## src/rtl/bus_sequencer_if.sv

```systemverilog
// Single-beat Wishbone-style bus between the sequencer and the system.
// The master side drives the cycle; the slave side answers it.
interface bus_sequencer_if;
    logic        cyc_o;
    logic        stb_o;
    logic        we_o;
    logic [29:0] adr_o;
    logic [3:0]  sel_o;
    logic [31:0] dat_o;
    logic [31:0] dat_i;
    logic        ack_i;
    logic        err_i;

    modport master (
        output cyc_o, stb_o, we_o, adr_o, sel_o, dat_o,
        input  dat_i, ack_i, err_i
    );

    modport slave (
        input  cyc_o, stb_o, we_o, adr_o, sel_o, dat_o,
        output dat_i, ack_i, err_i
    );
endinterface

```

## src/rtl/bus_sequencer.sv

```systemverilog
// Two-port (fetch/data) bus master: round-robin grant, one single-beat
// cycle per request, byte-lane select and data steering for sub-word access.
module bus_sequencer #(
    parameter int unsigned TIMEOUT = 255
) (
    input  logic        clk_i,
    input  logic        rst_i,
    input  logic        i_req,
    input  logic [31:0] i_adr,
    output logic        i_ack,
    output logic        i_err,
    output logic [31:0] i_dat,
    input  logic        d_req,
    input  logic        d_we,
    input  logic [1:0]  d_size,
    input  logic [31:0] d_adr,
    input  logic [31:0] d_wdat,
    output logic        d_ack,
    output logic        d_err,
    output logic [31:0] d_rdat,
    bus_sequencer_if.master bus
);
    typedef enum logic [1:0] {IDLE, BUS, RESP} state_t;

    localparam logic [7:0] TMO_LAST = 8'(TIMEOUT - 1);

    state_t      state_q, state_d;
    logic        last_d_q, last_d_d;
    logic        gnt_d_q, gnt_d_d;
    logic        err_q, err_d;
    logic        we_q, we_d;
    logic [29:0] adr_q, adr_d;
    logic [3:0]  sel_q, sel_d;
    logic [31:0] dat_q, dat_d;
    logic [1:0]  size_q, size_d;
    logic [1:0]  lane_q, lane_d;
    logic [7:0]  cnt_q, cnt_d;
    logic [31:0] idat_q, idat_d;
    logic [31:0] rdat_q, rdat_d;

    logic        pick_d;
    logic        c_we;
    logic [1:0]  c_size;
    logic [31:0] c_adr;
    logic [31:0] c_wdat;
    logic [1:0]  a;
    logic        legal;
    logic [3:0]  c_sel;
    logic [31:0] c_dat;
    logic [31:0] byte_rd;
    logic [31:0] r_dat;

    // Data wins a tie unless it was the most recent grant.
    always_comb begin
        pick_d = d_req && (!i_req || !last_d_q);
        c_we   = pick_d && d_we;
        c_size = pick_d ? d_size : 2'b10;
        c_adr  = pick_d ? d_adr : i_adr;
        c_wdat = pick_d ? d_wdat : 32'h0;
        a      = c_adr[1:0];
    end

    always_comb begin
        legal = 1'b0;
        c_sel = 4'b1111;
        c_dat = c_wdat;
        unique case (1'b1)
            c_size == 2'b00: begin
                legal = 1'b1;
                c_sel = 4'b0001 << a;
                c_dat = {24'h0, c_wdat[7:0]} << {a, 3'b000};
            end
            c_size == 2'b01: begin
                legal = !a[0];
                c_sel = a[1] ? 4'b1100 : 4'b0011;
                c_dat = a[1] ? {c_wdat[15:0], 16'h0}
                             : {16'h0, c_wdat[15:0]};
            end
            c_size == 2'b10: begin
                legal = (a == 2'b00);
            end
            default: begin
                legal = 1'b0;
            end
        endcase
        if (!c_we) c_dat = 32'h0;
    end

    always_comb begin
        byte_rd = bus.dat_i >> {lane_q, 3'b000};
        r_dat   = bus.dat_i;
        unique case (1'b1)
            size_q == 2'b00: r_dat = {24'h0, byte_rd[7:0]};
            size_q == 2'b01: r_dat = lane_q[1] ? {16'h0, bus.dat_i[31:16]}
                                               : {16'h0, bus.dat_i[15:0]};
            default:         r_dat = bus.dat_i;
        endcase
    end

    always_comb begin
        state_d  = state_q;
        last_d_d = last_d_q;
        gnt_d_d  = gnt_d_q;
        err_d    = err_q;
        we_d     = we_q;
        adr_d    = adr_q;
        sel_d    = sel_q;
        dat_d    = dat_q;
        size_d   = size_q;
        lane_d   = lane_q;
        cnt_d    = cnt_q;
        idat_d   = idat_q;
        rdat_d   = rdat_q;
        unique case (state_q)
            IDLE: begin
                if (i_req || d_req) begin
                    last_d_d = pick_d;
                    gnt_d_d  = pick_d;
                    if (legal) begin
                        state_d = BUS;
                        err_d   = 1'b0;
                        we_d    = c_we;
                        adr_d   = c_adr[31:2];
                        sel_d   = c_sel;
                        dat_d   = c_dat;
                        size_d  = c_size;
                        lane_d  = a;
                        cnt_d   = 8'h0;
                    end else begin
                        state_d = RESP;
                        err_d   = 1'b1;
                    end
                end
            end
            BUS: begin
                cnt_d = cnt_q + 8'd1;
                if (bus.err_i) begin
                    state_d = RESP;
                    err_d   = 1'b1;
                end else if (bus.ack_i) begin
                    state_d = RESP;
                    err_d   = 1'b0;
                    if (!we_q) begin
                        if (gnt_d_q) rdat_d = r_dat;
                        else         idat_d = r_dat;
                    end
                end else if (cnt_q == TMO_LAST) begin
                    state_d = RESP;
                    err_d   = 1'b1;
                end
            end
            RESP: state_d = IDLE;
            default: state_d = IDLE;
        endcase
    end

    always_ff @(posedge clk_i or posedge rst_i) begin
        if (rst_i) begin
            state_q  <= IDLE;
            last_d_q <= 1'b0;
            gnt_d_q  <= 1'b0;
            err_q    <= 1'b0;
            we_q     <= 1'b0;
            adr_q    <= 30'h0;
            sel_q    <= 4'h0;
            dat_q    <= 32'h0;
            size_q   <= 2'b00;
            lane_q   <= 2'b00;
            cnt_q    <= 8'h0;
            idat_q   <= 32'h0;
            rdat_q   <= 32'h0;
        end else begin
            state_q  <= state_d;
            last_d_q <= last_d_d;
            gnt_d_q  <= gnt_d_d;
            err_q    <= err_d;
            we_q     <= we_d;
            adr_q    <= adr_d;
            sel_q    <= sel_d;
            dat_q    <= dat_d;
            size_q   <= size_d;
            lane_q   <= lane_d;
            cnt_q    <= cnt_d;
            idat_q   <= idat_d;
            rdat_q   <= rdat_d;
        end
    end

    // Cycle strobes come straight from the state flop so reset drops them at once.
    assign bus.cyc_o = (state_q == BUS);
    assign bus.stb_o = (state_q == BUS);
    assign bus.we_o  = we_q;
    assign bus.adr_o = adr_q;
    assign bus.sel_o = sel_q;
    assign bus.dat_o = dat_q;

    assign i_ack  = (state_q == RESP) && !gnt_d_q && !err_q;
    assign i_err  = (state_q == RESP) && !gnt_d_q && err_q;
    assign d_ack  = (state_q == RESP) && gnt_d_q && !err_q;
    assign d_err  = (state_q == RESP) && gnt_d_q && err_q;
    assign i_dat  = idat_q;
    assign d_rdat = rdat_q;
endmodule

```

## src/flat_wrapper.sv

```systemverilog
// flat-port wrapper written by rule: the top's interface ports become plain ports
module bus_sequencer_flat 
#(
    parameter int unsigned TIMEOUT = 255
)
  (clk_i, rst_i, i_req, i_adr, i_ack, i_err, i_dat, d_req, d_we, d_size, d_adr, d_wdat, d_ack, d_err, d_rdat, bus_cyc_o, bus_stb_o, bus_we_o, bus_adr_o, bus_sel_o, bus_dat_o, bus_dat_i, bus_ack_i, bus_err_i);
  bus_sequencer_if bus_i ();
  input  logic clk_i;
  input  logic rst_i;
  input  logic i_req;
  input  logic [31:0] i_adr;
  output logic i_ack;
  output logic i_err;
  output logic [31:0] i_dat;
  input  logic d_req;
  input  logic d_we;
  input  logic [1:0] d_size;
  input  logic [31:0] d_adr;
  input  logic [31:0] d_wdat;
  output logic d_ack;
  output logic d_err;
  output logic [31:0] d_rdat;
  output wire logic [$bits(bus_i.cyc_o)-1:0] bus_cyc_o;
  output wire logic [$bits(bus_i.stb_o)-1:0] bus_stb_o;
  output wire logic [$bits(bus_i.we_o)-1:0] bus_we_o;
  output wire logic [$bits(bus_i.adr_o)-1:0] bus_adr_o;
  output wire logic [$bits(bus_i.sel_o)-1:0] bus_sel_o;
  output wire logic [$bits(bus_i.dat_o)-1:0] bus_dat_o;
  input wire logic [$bits(bus_i.dat_i)-1:0] bus_dat_i;
  input wire logic [$bits(bus_i.ack_i)-1:0] bus_ack_i;
  input wire logic [$bits(bus_i.err_i)-1:0] bus_err_i;
  assign bus_cyc_o = bus_i.cyc_o;
  assign bus_stb_o = bus_i.stb_o;
  assign bus_we_o = bus_i.we_o;
  assign bus_adr_o = bus_i.adr_o;
  assign bus_sel_o = bus_i.sel_o;
  assign bus_dat_o = bus_i.dat_o;
  assign bus_i.dat_i = bus_dat_i;
  assign bus_i.ack_i = bus_ack_i;
  assign bus_i.err_i = bus_err_i;
  bus_sequencer #(.TIMEOUT(TIMEOUT)) u_core (.clk_i(clk_i), .rst_i(rst_i), .i_req(i_req), .i_adr(i_adr), .i_ack(i_ack), .i_err(i_err), .i_dat(i_dat), .d_req(d_req), .d_we(d_we), .d_size(d_size), .d_adr(d_adr), .d_wdat(d_wdat), .d_ack(d_ack), .d_err(d_err), .d_rdat(d_rdat), .bus(bus_i));
endmodule
```

## config.mk

```make
export PLATFORM = sky130hd
export DESIGN_NAME = bus_sequencer_flat
export DESIGN_NICKNAME = d
export VERILOG_FILES = /design/src/rtl/bus_sequencer_if.sv /design/src/rtl/bus_sequencer.sv /design/src/flat_wrapper.sv
export SDC_FILE = /design/constraint.sdc
export NUM_CORES = 1
export LEC_CHECK = 0
export CAP_MARGIN = 20
export CORE_MARGIN = 2
export CORE_UTILIZATION = 41
export CTS_CLUSTER_DIAMETER = 60
export DETAILED_ROUTE_END_ITERATION = 16
export PLACE_DENSITY = 0.84
export SETUP_SLACK_MARGIN = 0.2
export SYNTH_ARGS = -nofsm -noshare
export SYNTH_HDL_FRONTEND = slang
export SYNTH_SLANG_ARGS = --single-unit
```

## constraint.sdc

```tcl
create_clock -name clk_i -period 7.5 [get_ports clk_i]
set_clock_uncertainty 0.15 [all_clocks]
set_input_delay 2.25 -clock clk_i [delete_from_list [all_inputs] [get_ports clk_i]]
set_output_delay 2.25 -clock clk_i [all_outputs]
set_load 0.005 [all_outputs]
```

## After elaboration in Yosys (flattened, before gate mapping)

Cells that the tools add are included.

| operators by class | value |
|---|---|
| $add $sub $neg | 1 |
| $mul | 0 |
| div/mod/pow operators | 0 |
| magnitude comparators | 0 |
| equal/unequal tests | 9 |
| shifts and indexed selects | 3 |
| muxes and demuxes | 26 |
| bitwise logic cells | 3 |
| reduce and logical (&&, ||, !) cells | 26 |

Operator list:

| operator | number |
|---|---|
| 32-bit 2-to-1 mux | 4 |
| 32-bit case mux with 2 select lines | 2 |
| 8-bit by 5-bit left shift with 32-bit output | 1 |
| 32-bit by 5-bit right shift with 8-bit output | 1 |
| 16-bit 2-to-1 mux | 1 |
| 8-bit 2-to-1 mux | 2 |
| 8-bit case mux with 2 select lines | 1 |
| 2-bit 2-to-1 mux | 6 |
| 5-bit AND reduction | 2 |
| 3-bit AND reduction | 3 |
| 8-bit by 1-bit adder with 8-bit output (second input constant) | 1 |
| 8-bit equality test (second input constant) | 1 |
| 1-bit logical AND | 8 |
| 2-bit zero test | 4 |
| 4-bit case mux with 2 select lines | 1 |
| 2-bit by 1-bit equality test with 1-bit output (second input constant) | 3 |
| 1-bit 2-to-1 mux | 5 |
| 2-bit equality test (second input constant) | 2 |
| 1-bit zero test | 4 |
| 4-bit 2-to-1 mux | 1 |
| 2-bit by 1-bit != test with 1-bit output (second input constant) | 2 |
| 4-bit by 1-bit != test with 1-bit output (second input constant) | 1 |
| 2-bit case mux with 2 select lines | 1 |
| 2-bit AND reduction | 2 |
| other kinds (6) | 9 |

| word-level totals | value |
|---|---|
| bits in registers | 147 |
| latch bits | 0 |
| RAM bits | 0 |
| ROM bits | 0 |
| output and inout port bits | 137 |
| memories kept | 0 |

## Longest topological paths before layout

| logic depth | value |
|---|---|
| word-level depth | 9 |
| depth in mapped cells | 7 |

## Least setup slack after synthesis

Ideal clock, no wire load.

| path | value |
|---|---|
| path kind | input -> register |
| start point | input d_adr[0] |
| end point | register u_core.dat_q[24], in the netlist u_core.bus.dat_o[24] |
| library setup time | 0.122 ns |
| arrival time | 3.416 ns |
| slack | 3.812 ns |
| cell stages on the path | 6 |
| path buffers | 2 |
| path through | buf_2 -> nor2b_1 -> and3_1 -> buf_6 -> a221o_1 -> a32o_1 |

| between the ends | value |
|---|---|
| cells in the longest elaborated chain, start to end | 4 |

Ends and longest elaborated chain:

| what | line | text |
|---|---|---|
| start: declaration | flat_wrapper.sv:18 | `input logic [31:0] d_adr;` |
| 32-bit 2-to-1 mux (*) | bus_sequencer.sv:58 | `c_adr = pick_d ? d_adr : i_adr;` |
| 8-bit by 5-bit left shift with 32-bit output, or another cell as far along | bus_sequencer.sv:71 | `c_dat = {24'h0, c_wdat[7:0]} << {a, 3'b000};` |
| 32-bit case mux with 2 select lines or 1-bit case mux with 3 select lines (tied branches) | bus_sequencer.sv:67 | `unique case (1'b1)` |
| 32-bit 2-to-1 mux or 3-bit AND reduction (tied branches) | - |  |
| end signal: assignment | bus_sequencer.sv:180 | `dat_q <= dat_d;` |
| end: declaration | bus_sequencer.sv:34 | `logic [31:0] dat_q, dat_d;` |

Every way passes the cells marked *; elsewhere a longest branch is shown, timed or not.
A chain may end at the register's enable or synchronous reset.

## Final worst setup path

| path | value |
|---|---|
| start point | input d_size[0] |
| end point | register u_core.adr_q[10], in the netlist u_core.bus.adr_o[10] |

| between the ends | value |
|---|---|
| cells in the longest elaborated chain, start to end | 4 |

Ends and longest elaborated chain:

| what | line | text |
|---|---|---|
| start: declaration | flat_wrapper.sv:17 | `input logic [1:0] d_size;` |
| 2-bit 2-to-1 mux (*) | bus_sequencer.sv:57 | `c_size = pick_d ? d_size : 2'b10;` |
| 2-bit equality test, or another cell as far along | bus_sequencer.sv:79 | `c_size == 2'b10: begin` |
| 1-bit case mux with 3 select lines (*) | bus_sequencer.sv:67 |  |
| 3-bit AND reduction (no source line) (*) | - |  |
| end signal: assignment | bus_sequencer.sv:178 | `adr_q <= adr_d;` |
| end: declaration | bus_sequencer.sv:32 | `logic [29:0] adr_q, adr_d;` |

Marks and branches as above.

==> impl_metrics.toml <==
[place]
dpl_cell_area_um2 = 9980
place_congestion = 0.826
port-buffer-count = 273
post-place-ws_ns = 2.07
dp_hpwl_um = 15800

[yosys]
synthSimpleGateAreaFrac_pct = 17.4
synth_top_area_share_pct = 51.3
syn_area_um2 = 7170
synth_xor_area_share_pct = 0
synth_commonest_cells = "nand2_1, dfrtp_1, o21ai_0"
synthTopCellsByArea = "dfrtp_1, nand2_1, mux2_4, a22o_1, o21ai_0"
ys_warn_count = 0
synth_most_common_cell = "nand2_1"
syn_nets = 862
synth_fa_ha_area_share_pct = 0.349
synth_edf_count = 0
syn_inst = 723
seq_area_frac_synth_pct = 51.3
synth.largest_area_cell = "dfrtp_1"
ys.flop_type = "dfrtp_1"
synth_compound_area_share_pct = 17.7
synthMuxAreaShare_pct = 8.87
ys_ff_latch = 147
postSynthAreaPerCell_um2 = 9.91
synth_cell_types = 58
synth_top_family_by_area = "compound AO/OA/AOI/OAI gates"
synthArstFlopShare_pct = 100

[sta]
final_hold_viol_count = 0
worst_pin_slew_ns = 0.951
rsz0062_at_grt = "false"
finalCriticalPeriod_ns = 5.02
finalSetupTns_ns = 0
max_freq_ghz = 0.199
max_slew_margin_pct = 36.6
finalSetupViolCount = 0
fin_ws_ns = 2.48
min_period_over_period_pct = 66.9
drv_slew = 0

[finish]
nNetsFinal = 1111
final_area_um2 = 10600
n_antenna_cell = 0
syn_to_final_growth_pct = 47.4
drive_above_1_share_pct = 10.1

[pwr]
ir_drop_uv = 178
powerDensity_nw_per_um2 = 342
power.leakage_uw = 0.00462

[floorplanning]
fp.dieH_um = 136
ios = 274
core-area_um2 = 17200
initial_core_util_pct = 41.7
dieWidth_um = 136
num_rows = 48
die_area_um2 = 18600

[route]
first_iter_violations = 364
vias_per_cell = 5.37
antenna_left = 0
wl_per_cell_um = 18.0
firstDrtPassIters = 5
route.vias.total = 6492
drc = 0
wirelength_um = 21800

[clocking]
cts_num_sinks = 147
clk_pin_slew_worst_paths_ns = 0.06
cts_inserted_buffers = 17
post_cts_resized = 0
h-tree-depth = 4
clkLatencyLatePin_ns = 0.42
cts_max_path_buffers = 2
cts_setup_buffers = 0
hold_buffers = 0
cts_root_buffer = "clkbuf_16"
cts_tree = "done"

[worst_setup_path]
arrival_ns = 5.17
regToRegSetupSlack_ns = 4.36
critPathMaxStageDelay_ns = 0.75
startpoint_type = "input pin"
path_cells = "clkdlybuf4s50_1 > o21ai_0 > and3_4 > o21a_2 > buf_4 > mux2_4"
cp_top_family = "buffers and inverters"
critPathKind = "in -> reg"
cp_num_buf_inv = 2
cp_max_fo = 31
end_kind = "register"
cp_slowest_cell = "clkdlybuf4s50_1"
worst-path-stages = 6
rr_worst_depth = 6
critPathRequiredTime_ns = 7.65

[run_status]
status = "completed"

[grt]
grt_pass1_vias = 6366
antenna_found_initial = 0
grt_max_degree = 103
grt-ovfl-total = 0
grt_pass1_wl_um = 33900
grtUsageTotal_pct = 23.8

[run]
timing.max_cap.violations = 0

[hold_path]
min_path_cells = 2
hold_path.class = "reg -> reg"
==> state kept, by name, indices dropped and copies added (netlist names) <==
| signal | count |
|---|---|
| u_core.bus.sel_o | 4 |
| u_core.cnt_q | 8 |
| u_core.d_rdat | 32 |
| u_core.err_q | 1 |
| u_core.bus.dat_o | 32 |
| u_core.state_q | 2 |
| u_core.lane_q | 2 |
| u_core.bus.we_o | 1 |
| u_core.bus.adr_o | 30 |
| u_core.size_q | 2 |
| u_core.i_dat | 32 |
| u_core.last_d_q | 1 |
==> logic make-up after synthesis <==
group / Yosys count
AOI/OAI and AO/OA: 183
adders and majority gates: 2
buffers and inverters: 60
DFF: 147
muxes: 47
and+or+nand+nor: 284
==> report_power, final <==
part / switching, uW / internal, uW
clock network: 366 / 466
registers: 236 / 1090
logic: 567 / 878
==> area by class of cell <==
cell class / instances / area [um2]
Fill cell: 1446 / 6620
Sequential cell: 147 / 3680
Multi-Input combinational cell: 516 / 3190
Timing Repair Buffer: 282 / 2800
Clock buffer: 17 / 425
Tap cell: 225 / 282
Clock inverter: 15 / 146
Inverter: 8 / 35.0
==> metrics by stage <==
stage / hold WS (ns) / total power [uW] / util (%) / instances
2_1_floorplan: 0.323 / 1960 / - / 723
3_3_place_gp: 0.311 / 2740 / 58.1 / 1177
3_5_place_dp: 0.320 / 2780 / 58.1 / 1177
4_1_cts: 0.334 / 3630 / 61.4 / 1209
5_1_grt: 0.358 / 3820 / 61.5 / 1210
6_report: 0.332 / 3610 / 61.5 / 1210
==> worst reg2reg max path: cells and delay by family (launching register included) <==
family,cells,cell delay [ns]
flip-flops,1,0.52
AO/OA/AOI/OAI,2,0.92
multiplexers,1,0.34
buffers and inverters,2,0.83
AND/OR/NAND/NOR,1,0.27
==> per-layer routing <==
metal / GRT usage, % / up-vias / share of wire, %
li1: - / 3042 / -
met1: 30.0 / 3092 / 40
met2: 39.0 / 329 / 48
met3: 7.94 / 29 / 9.9
met4: 6.71 / 0 / 1.5
met5: 0 / - / 0
==> cell usage in the layout, fill, tap and decap left out, types with 3 or more instances in the layout <==
master           instances
mux2_4                  31
mux2_1                   4
a31oi_1                 18
nand3_1                 12
a21o_1                  11
nor2b_1                  5
mux2i_1                  8
nand2_1                191
nand2b_1                11
mux2_2                   4
and3_1                   3
buf_4                    8
inv_2                    3
a22oi_1                  7
a221o_1                  7
o21ai_0                 41
o2bb2ai_1                5
o21ai_1                 30
nand4_1                  3
or2_2                    7
clkbuf_16               17
a21oi_1                  7
inv_1                    4
inv_6                    6
a32oi_1                  4
nor2_1                  31
o211ai_1                 4
a22o_1                  26
dfrtp_1                147
clkdlybuf4s50_1        273
a32o_1                  10
or3_1                    5
clkinvlp_4               3
==> path summary, 6_finish.rpt <==
path,startpoint,end
max,d_size[0],u_core.bus.adr_o[10]
min,u_core.d_rdat[25],u_core.d_rdat[25]
max reg2reg,u_core.last_d_q,u_core.bus.adr_o[10]
min reg2reg,u_core.d_rdat[25],u_core.d_rdat[25]
max in group asynchronous,rst_i,u_core.bus.adr_o[2]
min in group asynchronous,rst_i,u_core.i_dat[13]
(Power assumes the default switching activity.)
